==> src/rtl/onehot_pkg.sv <==
// Shared definitions for the one-hot decoder pipeline.
//   state_e     : top-level mode (pass-through decode or self-test sweep)
//   DefaultInW  : default binary code width
//   onehot_of() : reference decode, sized for the widest supported code.
//                 The encoder bench reuses it for round-trip checks.
package onehot_pkg;

  typedef enum logic {
    StPass,
    StSweep
  } state_e;

  localparam int unsigned DefaultInW = 3;

  // Widest code the shared decode function covers. Callers cast the result down to their width.
  localparam int unsigned MaxInW  = 5;
  localparam int unsigned MaxOutW = 2 ** MaxInW;

  function automatic logic [MaxOutW-1:0] onehot_of(input logic [MaxInW-1:0] code,
                                                  input logic              en);
    logic [MaxOutW-1:0] word;
    word = '0;
    if (en) begin
      word[code] = 1'b1;
    end
    return word;
  endfunction

endpackage

==> src/rtl/onehot_skid_buf.sv <==
// Two-entry valid/ready buffer: an output register backed by one skid register.
// Gives full throughput under backpressure while in_ready depends only on
// registered state.
// Ports:
//   clk, rst_n          : clock, synchronous active-low reset
//   hold                : forces in_ready low (owner is using the output itself)
//   in_valid / in_ready : upstream handshake, in_data is the word
//   out_valid/out_ready : downstream handshake, out_data is the word
module onehot_skid_buf #(
  parameter int unsigned W = 8
) (
  input  logic         clk,
  input  logic         rst_n,
  input  logic         hold,
  input  logic         in_valid,
  output logic         in_ready,
  input  logic [W-1:0] in_data,
  output logic         out_valid,
  input  logic         out_ready,
  output logic [W-1:0] out_data
);

  logic         out_valid_q, out_valid_d;
  logic [W-1:0] out_data_q, out_data_d;
  logic         skid_valid_q, skid_valid_d;
  logic [W-1:0] skid_data_q, skid_data_d;
  logic         in_xfer;
  logic         out_free;

  // No path from out_ready: a stalled consumer is absorbed by the skid entry.
  assign in_ready  = !hold && !skid_valid_q;
  assign in_xfer   = in_valid && in_ready;
  assign out_free  = !out_valid_q || out_ready;
  assign out_valid = out_valid_q;
  assign out_data  = out_data_q;

  always_comb begin
    out_valid_d  = out_valid_q;
    out_data_d   = out_data_q;
    skid_valid_d = skid_valid_q;
    skid_data_d  = skid_data_q;
    if (out_free) begin
      if (skid_valid_q) begin
        // Skid holds the older word; in_ready is low so no input can race it.
        out_valid_d  = 1'b1;
        out_data_d   = skid_data_q;
        skid_valid_d = 1'b0;
      end else if (in_xfer) begin
        out_valid_d = 1'b1;
        out_data_d  = in_data;
      end else begin
        out_valid_d = 1'b0;
      end
    end else if (in_xfer) begin
      skid_valid_d = 1'b1;
      skid_data_d  = in_data;
    end
  end

  always_ff @(posedge clk) begin
    if (!rst_n) begin
      out_valid_q  <= 1'b0;
      out_data_q   <= '0;
      skid_valid_q <= 1'b0;
      skid_data_q  <= '0;
    end else begin
      out_valid_q  <= out_valid_d;
      out_data_q   <= out_data_d;
      skid_valid_q <= skid_valid_d;
      skid_data_q  <= skid_data_d;
    end
  end

endmodule

==> src/rtl/onehot_decoder_pipe.sv <==
// Registered binary-to-one-hot decoder with valid/ready on both sides and a
// built-in sweep mode that emits every one-hot word in ascending order.
// Ports:
//   clk, rst_n                  : clock, synchronous active-low reset
//   in_valid / in_ready         : input handshake for code and en
//   code, en                    : binary index and decode enable (en=0 -> all-zero word)
//   sweep_start                 : single-cycle request to start a sweep (ignored unless idle)
//   sweep_busy                  : high while sweeping
//   out_valid / out_ready, y    : output handshake and decoded word
module onehot_decoder_pipe
  import onehot_pkg::*;
#(
  parameter int unsigned IN_W = DefaultInW
) (
  input  logic                  clk,
  input  logic                  rst_n,
  input  logic                  in_valid,
  output logic                  in_ready,
  input  logic [IN_W-1:0]       code,
  input  logic                  en,
  input  logic                  sweep_start,
  output logic                  sweep_busy,
  output logic                  out_valid,
  input  logic                  out_ready,
  output logic [(2**IN_W)-1:0]  y
);

  localparam int unsigned OUT_W = 2 ** IN_W;

  state_e            state_q, state_d;
  logic [IN_W-1:0]   k_q, k_d;
  logic [OUT_W-1:0]  dec_word;
  logic [OUT_W-1:0]  sweep_word;
  logic              buf_out_valid;
  logic [OUT_W-1:0]  buf_out_data;
  logic              sweeping;
  logic              in_xfer;

  assign sweeping   = (state_q == StSweep);
  assign sweep_busy = sweeping;
  assign in_xfer    = in_valid && in_ready;

  // Decode happens at acceptance; the buffer only captures it on an input transfer,
  // so don't-care code/en with in_valid=0 never reach state.
  assign dec_word   = OUT_W'(onehot_of(MaxInW'(code), en));
  assign sweep_word = OUT_W'(onehot_of(MaxInW'(k_q), 1'b1));

  onehot_skid_buf #(
    .W (OUT_W)
  ) u_buf (
    .clk       (clk),
    .rst_n     (rst_n),
    .hold      (sweeping),
    .in_valid  (in_valid),
    .in_ready  (in_ready),
    .in_data   (dec_word),
    .out_valid (buf_out_valid),
    .out_ready (out_ready),
    .out_data  (buf_out_data)
  );

  // The buffer is empty for the whole sweep, so the sweep word can own the output.
  always_comb begin
    out_valid = buf_out_valid;
    y         = buf_out_data;
    if (sweeping) begin
      out_valid = 1'b1;
      y         = sweep_word;
    end
  end

  always_comb begin
    state_d = state_q;
    k_d     = k_q;
    unique case (state_q)
      StPass: begin
        // in_ready high in PASS means the skid is empty; an input transfer wins over sweep.
        if (sweep_start && !buf_out_valid && in_ready && !in_xfer) begin
          state_d = StSweep;
          k_d     = '0;
        end
      end
      StSweep: begin
        if (out_ready) begin
          if (&k_q) begin
            state_d = StPass;
            k_d     = '0;
          end else begin
            k_d = k_q + 1'b1;
          end
        end
      end
      default: begin
        state_d = StPass;
        k_d     = '0;
      end
    endcase
  end

  always_ff @(posedge clk) begin
    if (!rst_n) begin
      state_q <= StPass;
      k_q     <= '0;
    end else begin
      state_q <= state_d;
      k_q     <= k_d;
    end
  end

endmodule
==> config.mk <==
export PLATFORM = sky130hd
export DESIGN_NAME = onehot_decoder_pipe
export DESIGN_NICKNAME = d
export VERILOG_FILES = /design/src/rtl/onehot_pkg.sv /design/src/rtl/onehot_skid_buf.sv /design/src/rtl/onehot_decoder_pipe.sv
export SDC_FILE = /design/constraint.sdc
export NUM_CORES = 1
export LEC_CHECK = 0
export ABC_AREA = 0
export CELL_PAD_IN_SITES_DETAIL_PLACEMENT = 1
export CELL_PAD_IN_SITES_GLOBAL_PLACEMENT = 2
export CORE_ASPECT_RATIO = 1.1
export CORE_MARGIN = 10
export CORE_UTILIZATION = 31
export CTS_BUF_LIST = sky130_fd_sc_hd__clkbuf_16
export DETAILED_ROUTE_END_ITERATION = 12
export PLACE_DENSITY_LB_ADDON = 0.1
export SLEW_MARGIN = 20
export SYNTH_ARGS = -nofsm -noshare
export SYNTH_HDL_FRONTEND = slang
export SYNTH_HIERARCHICAL = 1
export SYNTH_SLANG_ARGS = --single-unit
==> constraint.sdc <==
create_clock -name clk -period 1.9 [get_ports clk]
set_clock_uncertainty 0.2 [all_clocks]
set_input_delay 0.57 -clock clk [delete_from_list [all_inputs] [get_ports clk]]
set_output_delay 0.57 -clock clk [all_outputs]
set_load 0.05 [all_outputs]
# Yosys cells after proc, flatten, opt, wreduce, memory -nomap -nowiden
# Index checks and enable logic that the tools add are counted.
[classes]
n_mux = 19
n_lt_le_gt_ge = 4
eq_ne = 2
addsub = 1
bitwise = 3
reduce_logical = 18
[ops]
columns = ["cell", "n"]
rows = [
  ["8-bit 2-to-1 mux", 4],
  ["3-bit by 6-bit < comparator with 1-bit output (second input constant)", 2],
  ["3-bit 2-to-1 mux", 3],
  ["1-bit 2-to-1 mux", 8],
  ["1-bit logical AND", 7],
  ["1-bit demux with 3-bit select", 2],
  ["3-bit by 1-bit >= comparator with 1-bit output (second input constant)", 2],
  ["3-bit one-hot mux with 2 select lines", 1],
  ["2-bit AND reduction", 3],
  ["1-bit zero test", 4],
  ["2-bit inequality test (second input constant)", 2],
  ["3-bit by 1-bit adder with 3-bit output (second input constant)", 1],
  ["1-bit inverter", 3],
  ["3-bit AND reduction", 1],
  ["1-bit one-hot mux with 2 select lines", 1],
  ["2-bit nonzero test", 1],
  ["2-bit OR reduction", 1],
  ["1-bit logical OR", 1],
]
[totals]
word_cells = 53
inputBits = 9
output_inout_bits = 11
ff_bits = 22

# Longest topological paths before layout
# Gate-level depths: netlist (run 1).
[logic_depth]
word_depth = 7
mapped_depth = 5
mapped_depth_nobuf = 5

# Hierarchy
# Netlist (run 1), hierarchy kept.
[modules_own_cells]
columns = ["mod", "cells_each", "seq_area_each_um2", "instances", "area_per_inst_um2"]
rows = [
  ["onehot_skid_buf", 88, 360.3, 1, 852.1],
  ["onehot_decoder_pipe", 56, 80.1, 1, 387.9],
]

# Worst setup path before layout (run 1)
# No wires, ideal clock.
[synth_path]
path_kind = "register to output"
from = "register state_q, in the netlist sweep_busy"
to = "output y[4]"
n_path_buf = 1
arrival_time_ns = 2.371
required_ns = 1.130
slack_ns = -1.241
path_stages_with_launch = 4
path_cell_list = "dfxtp_1 > buf_2 > nand2_1 > o32ai_1"
[synth_via]
elab_chain_cells = 1
[synth_lines]
columns = ["element", "line_no", "source"]
rows = [
  ["start: declaration", "onehot_decoder_pipe.sv:30", "state_e state_q, state_d;"],
  ["start signal: assignment", "onehot_decoder_pipe.sv:102", "state_q <= StPass;"],
  ["start signal: assignment", "onehot_decoder_pipe.sv:105", "state_q <= state_d;"],
  ["8-bit 2-to-1 mux", "onehot_decoder_pipe.sv:66", "if (sweeping) begin"],
  ["end: declaration", "onehot_decoder_pipe.sv:25", "output logic [(2**IN_W)-1:0] y"],
]
# Every way passes these cells.

# Worst setup path after layout (run 1)
[layout_path]
from = "register k_q[1]"
to = "output y[4]"
[layout_via]
elab_chain_cells = 5
word_cells_on_any_way = 6
cone_classes = "2 x order compare; 3 x mux; 1 x reduce/logical"
[layout_lines]
columns = ["element", "line_no", "source"]
rows = [
  ["start: declaration", "onehot_decoder_pipe.sv:31", "logic [IN_W-1:0] k_q, k_d;"],
  ["start signal: assignment", "onehot_decoder_pipe.sv:106", "k_q <= k_d;"],
  ["3-bit by 6-bit < comparator with 1-bit output (not written as such) / 3-bit by 1-bit >= comparator with 1-bit output (equally long branches)", "onehot_pkg.sv:24", "word[code] = 1'b1;"],
  ["1-bit logical AND (not written as such)", "onehot_pkg.sv:24", ""],
  ["1-bit 2-to-1 mux (not written as such)", "onehot_pkg.sv:24", ""],
  ["1-bit demux with 3-bit select (*)", "onehot_pkg.sv:24", ""],
  ["8-bit 2-to-1 mux (*)", "onehot_decoder_pipe.sv:66", ""],
]
# Mark *: on every way between the ends. The rest lies on a longest branch, timed or not.

==> impl_metrics.tcl, run 1 <==
set metrics [dict create \
    synth.cell_area_um2 1240 \
    worst_path_dominant_cell_family "flip-flops" \
    grt_pass1_vias 1191 \
    tightest_slew_ns 0.251 \
    clock_power_share 0.369 \
    outcome "complete, but fails checks" \
    timing.final.max_slew_violations 0 \
    finalNonFillerCells 236 \
    worst_hold_path_type "register to register" \
    final_setup_viols 9 \
    rrSetupSlack_ns 0.13 \
    synthTopCellsByArea "dfxtp_1 36%, mux2i_1 13%, nand2_1 12%" \
    max_freq_mhz 499 \
    n_fill_cell 446 \
    cts.sink_count 22 \
    post_cts_hold_buffer_count 0 \
    synth_seq_area_share 0.355 \
    peakVddDrop_uv 298 \
    post_synth_edffs 0 \
    synth_seq_cells 22 \
    cts_made_buffers 3 \
    grt_setup_unrepaired "true" \
    clock_insertion_delay_worst_skew_ns 0.26 \
    synth_area_leader_cell "dfxtp_1" \
    grt_usage 0.0959 \
    power.net_switching_mw 0.320 \
    globalRouteOverflowTotal 0 \
    postSynthNetCount 155 \
    cts-root-buf "clkbuf_16" \
    cellPowerDensity_nw_per_um2 593 \
    synth_top_area_frac 0.355 \
    layout.nets 196 \
    power_switching_share 0.264 \
    register_cell_area_after_layout_um2 453 \
    dpl_worst_slack_ns -0.230 \
    post_drt_wl_per_cell_um 14.1 \
    cts_tree "done" \
    die_area_um2 6930 \
    yosys_warnings 6 \
    layout.core_utilization 0.523 \
    hold_end "u_buf/out_data[1]" \
    hold_depth 2 \
    port-buffer-count 19 \
    comb_power_share 0.235 \
    grt_pass1_wl_mm 5.49 \
    antenna_found_initial 0 \
    synth_cells 144 \
    path_max_fanout 7 \
    cp-end-kind "output pin" \
    area_growth_pct 64.7 \
    leakagePower_nw 0.780 \
    hold_start "u_buf/out_data[1]" \
    cp_num_buf_inv 2 \
    drt_pass1_iterations 3 \
    synth_most_common_cell "nand2_1" \
    route.final.wire_length_mm 3.32 \
    dieHeight_um 86.3 \
    post-dp-hpwl_mm 2.40 \
    clk_pin_slew_worst_paths_ns 0.06 \
    total_power_mw 1.21 \
    slowest_stage "dfxtp_4" \
    drt-initial-drc-count 18 \
    drt-vias-per-instance 4.72 \
    via_count 1113 \
    timing.rr.start "k_q[0]" \
    p_seq_frac 0.396 \
    die_extent_in_x_um 80.3 \
    placed_area_um2 1770 \
    ios 20 \
    dp_cells 224 \
    ys_dominant_reg_cell "dfxtp_1" \
    timing.final.ws_setup_ns -0.106 \
    synthDistinctLibCells 26 \
    postLayoutCellArea_um2 2040 \
    worstReg2RegEnd "k_q[0]" \
    placeableCoreArea_um2 3900 \
    post_synthesis_async_set_or_reset_flop_share 0 \
    initial_utilization 0.318 \
    cp-start-kind "register" \
    final-hold-violation-count 0 \
    post_synth_most_frequent_cells "39 x nand2_1, 22 x dfxtp_1, 16 x mux2i_1" \
    clock_tree.htree_level_count 1 \
    violated_checks "setup timing" \
    min_period_ns 2.01 \
    required_ns 1.13 \
    routabilityCongestion 0.702 \
    maxCapViolations 0 \
    timing.setup.critical_path_class "register to output pin" \
    drive_gt1_frac 0.408 \
    drt_drc_violations_left 0 \
    critical_path_arrival_ns 1.24 \
    fin_tns_setup_ns -0.809 \
    row_count 24 \
    timing.hold.ws_ns 0.264 \
    crit_chain "buf_6, o32ai_4, buf_12" \
    reg2reg_depth 5 \
    synth_area_per_cell_um2 8.61 \
    post-route-period-util 1.06 \
    timing.max_slew.rel_slack 0.831 \
    multi_input_comb_area_um2 883 \
    critical_path.max_stage_delay_ns 0.38 \
    detail-route-antenna-nets 0 \
    cts_max_path_buffers 2 \
    antennaDiodeCount 0 \
    grt_max_degree 41 \
    internal_mw 0.891 \
]
==> power by group through the flow <==
stage / combinational, mW / sequential (mW) / clock [mW]
6_report: 0.284 / 0.480 / 0.447
3_5_place_dp: 0.249 / 0.493 / 0
4_1_cts: 0.278 / 0.482 / 0.460
5_1_grt: 0.303 / 0.481 / 0.482
3_3_place_gp: 0.244 / 0.492 / 0
2_1_floorplan: 0.130 / 0.495 / 0
==> worst reg2reg max path: stages, from the launching register on <==
cell and delay [ns]:
dfxtp_2 0.38, buf_4 0.16, ha_1 0.20, ha_1 0.22, or4b_4 0.49, o21ai_2 0.06
==> repair_timing <==
| action | in CTS | in global routing |
|---|---|---|
| pin swaps | 4 | 2 |
| gates resized for setup | 17 | 10 |
| setup endpoints to repair | 10 | 15 |
| setup buffers | 6 | 2 |
==> cell type report <==
cell class,instances,area share
Tap cell,52,0.0319
Clock buffer,3,0.0368
Timing Repair Buffer,43,0.260
Inverter,8,0.0147
Clock inverter,1,0.00184
Multi-Input combinational cell,107,0.433
Sequential cell,22,0.222
==> cells in the final DEF, fill, tap and decap left out <==
master           synthesis  layout
o21ai_2                  1       1
buf_12                   0      14
or4b_4                   1       1
buf_4                    0      18
nand2_1                 39      37
nor2b_4                  1       1
o21a_1                   1       1
nor3_1                   2       1
nand2b_2                 0       1
dlymetal6s2s_1           0       1
o32ai_1                  3       1
o21ai_4                  1       1
nor3_4                   1       1
nor3b_1                  1       1
ha_1                     2       2
nand3_1                  3       3
mux2i_2                  0       1
clkbuf_16                0       3
clkdlybuf4s50_1          0       7
inv_1                    8       9
dfxtp_2                  0       1
nor3_2                   0       1
a21boi_0                 2       2
nand2b_1                 6       4
dfxtp_1                 22      18
mux2i_1                 16      15
nor3b_2                  1       1
nand2b_4                 1       2
o22ai_1                  7       1
o32ai_4                  0       2
nand2_4                  0       1
nand2_2                  1       2
dfxtp_4                  0       3
o22ai_4                  0       6
or2_4                    0       1
nor2_4                   0       1
mux2_2                   8       8
nor2_2                   0       1
buf_6                    2       3
nor2_1                   8       6
==> logic make-up after synthesis <==
logic type,count (synthesis),synth area share
AO/OA/AOI/OAI,15,0.0949
adder cells (fa/ha/maj),2,0.0202
buffers and inverters,15,0.0626
flip-flops,22,0.355
multiplexers,24,0.202
AND/OR/NAND/NOR,66,0.265
==> routing by layer <==
metal  track usage  wire (µm)  vias up
li1              -          -      568
met1         0.105       1460      530
met5             0          0        -
met3        0.0228         87        2
met4        0.0192          7        0
met2         0.180       1760       13
==> worst max-delay path by stage <==
stage / from / endpoint / cells after the start
floorplan: sweep_busy / y[1] / 2
global placement: code[0] / u_buf/out_data[0] / 6
detailed placement: out_ready / u_buf/skid_data_q[7] / 5
CTS: sweep_busy / y[4] / 3
global route: k_q[0] / y[2] / 3
finish: k_q[1] / y[4] / 3
==> sequential cells by signal, indices dropped and copies added (netlist names) <==
| register | cells |
|---|---|
| u_buf/skid_data_q | 8 |
| u_buf/out_valid | 1 |
| sweep_busy | 1 |
| k_q | 3 |
| u_buf/skid_valid_q | 1 |
| u_buf/out_data | 8 |
No activity file was read; power rests on OpenSTA's default activity.
==> inputs of run 2 (changes only) <==
==> constraint.sdc (replaced) <==
create_clock -name clk -period 1.9 [get_ports clk]
set_clock_uncertainty 0.2 [all_clocks]
set_input_delay 0.285 -clock clk [delete_from_list [all_inputs] [get_ports clk]]
set_output_delay 0.285 -clock clk [all_outputs]
set_load 0.05 [all_outputs]
==> run 2 against run 1 <==
  * The flow now finishes without violations
  * Die area stayed put
  * Critical path depth stayed put
  * Fmax is 10% higher
  * Hold slack worse by 0.011 ns
  * Non-clock buffer count is 19 lower
  * Sequential power hardly changed
  * Utilization is 8.0 points lower
  * Count of clock-buffer cells in the layout stayed put
  * Register-to-register slack better by 0.14 ns
  * Critical endpoint unchanged
==> impl_metrics.tcl, run 2 (synthesis gave the netlist of run 1 again) <==
set metrics [dict create \
    required_ns 1.41 \
    slowest_stage "dfxtp_4" \
    worst_path_dominant_cell_family "flip-flops" \
    ios 20 \
    drt_drc_violations_left 0 \
    timing.final.ws_setup_ns 0.0809 \
    top_signal_layer_used "met4" \
    cts_made_buffers 3 \
    cts_max_path_buffers 2 \
    power.net_switching_mw 0.289 \
    initial_utilization 0.318 \
    grt_setup_unrepaired "false" \
    rrSetupSlack_ns 0.27 \
    layout.cells.most_common "nand2_1" \
    final-hold-violation-count 0 \
    timing.final.max_slew_violations 0 \
    globalRouteOverflowTotal 0 \
    post-route-period-util 0.957 \
    maxCapViolations 0 \
    route.final.wire_length_mm 2.92 \
    cp-end-kind "output pin" \
    cts-root-buf "clkbuf_16" \
    post_drt_wl_per_cell_um 13.5 \
    layout.nets 177 \
    clock_insertion_delay_worst_skew_ns 0.25 \
    hold_end "u_buf/skid_data_q[3]" \
    clock_tree.htree_level_count 1 \
    worstReg2RegEnd "k_q[0]" \
    power_switching_share 0.253 \
    post-cts-setup-buffers 0 \
    tightest_slew_ns 0.505 \
    min_period_ns 1.82 \
    die_area_um2 6930 \
    crit_chain "nand2_1, o32ai_4, buf_12" \
    comb_power_share 0.191 \
    routabilityCongestion 0.739 \
    worst_hold_path_type "register to register" \
    area_growth_pct 39.4 \
    dpl_worst_slack_ns -0.00981 \
    final_setup_viols 0 \
    detail-route-antenna-nets 0 \
    layout.cells.most_common_list "39 x nand2_1, 19 x dfxtp_1, 16 x mux2i_1" \
    layout.core_utilization 0.443 \
    cts_tree "done" \
    cp-start-kind "register" \
    critical_path.max_stage_delay_ns 0.40 \
    antennaDiodeCount 0 \
    routedLengthMet1_mm 1.22 \
    outcome "finished clean" \
    drt-initial-drc-count 12 \
    met2_wirelength_mm 1.57 \
    clock_power_share 0.386 \
    clk_pin_slew_worst_paths_ns 0.06 \
    timing.max_slew.rel_slack 0.663 \
    row_count 24 \
    placeableCoreArea_um2 3900 \
    timing.hold.ws_ns 0.253 \
    dieHeight_um 86.3 \
    post-dp-hpwl_mm 2.43 \
    total_power_mw 1.14 \
    fin_tns_setup_ns 0 \
    n_fill_cell 458 \
    drt-vias-per-instance 4.64 \
    hold_depth 2 \
    drive_gt1_frac 0.267 \
    peakVddDrop_uv 256 \
    leakagePower_nw 0.634 \
    drt_pass1_iterations 2 \
    p_seq_frac 0.423 \
    port-buffer-count 19 \
    max_freq_mhz 550 \
    grt_pass1_vias 1153 \
    cp_num_buf_inv 1 \
    die_extent_in_x_um 80.3 \
    critical_path_arrival_ns 1.33 \
    hold_start "u_buf/skid_data_q[3]" \
    grt_pass1_wl_mm 5.36 \
    grt_max_degree 29 \
    timing.setup.critical_path_class "register to output pin" \
    antenna_found_initial 0 \
    via_count 1007 \
    cts.sink_count 22 \
    cellPowerDensity_nw_per_um2 660 \
    reg2reg_depth 4 \
    routed-wl-met3_um 96 \
    path_max_fanout 9 \
    internal_mw 0.852 \
    grt_usage 0.0937 \
    timing.rr.start "k_q[0]" \
]
-- run 2: cell types whose count changed in the layout (fill, tap and decap cells not counted), sizes merged --
cell / delta
buf: -19
clkdlybuf4s50: +1
dlymetal6s2s: -1
-- run 2: worst reg2reg max path: cells and delay by family, from the launching register on --
family                   cells  cell delay, ns
flip-flops                   1            0.37
adder cells (fa/ha/maj)      2            0.44
AO/OA/AOI/OAI                1            0.06
AND/OR/NAND/NOR              1            0.49
-- run 2: metrics by stage --
stage                     cell area, µm²  std cells
final                               1730        217
after global routing                1730        217
after CTS                           1730        217
after detailed placement            1650        213
after global placement              1650        213
after floorplan                     1290        144
-- run 2: area by class of cell --
type / instances / area [µm²] / area share
multi-input cells: 107 / 769 / 0.445
flip-flops and latches: 22 / 447 / 0.259
repair buffers: 24 / 338 / 0.196
clock buffers: 3 / 75.1 / 0.0434
well taps: 52 / 65.1 / 0.0377
inverters: 8 / 30.0 / 0.0174
clock inverters: 1 / 3.75 / 0.00217
-- run 2: how the worst max path moves through the flow --
stage,start,endpoint,cells after the start
floorplan,sweep_busy,y[4],3
global placement,in_valid,u_buf/skid_data_q[6],5
detailed placement,in_valid,u_buf/skid_data_q[0],5
CTS,k_q[0],y[3],3
global route,sweep_busy,y[4],3
finish,sweep_busy,y[4],3
-- run 2: repair_timing --
action	in CTS	in global routing
setup endpoints to repair	0	2
resized for setup	0	2
hold buffers	0	0
-- run 2: layer usage --
layer | vias up | global-route usage
met1 | 464 | 0.101
li1 | 525 | -
met5 | - | 0
met3 | 4 | 0.0228
met2 | 14 | 0.173
met4 | 0 | 0.0288
-- run 2: power groups by stage --
stage          logic [mW]  registers, mW  clock network, mW
2_1_floorplan       0.128          0.495                  0
3_3_place_gp        0.217          0.493                  0
3_5_place_dp        0.221          0.493                  0
4_1_cts             0.222          0.483              0.450
5_1_grt             0.235          0.485              0.474
6_report            0.218          0.483              0.440
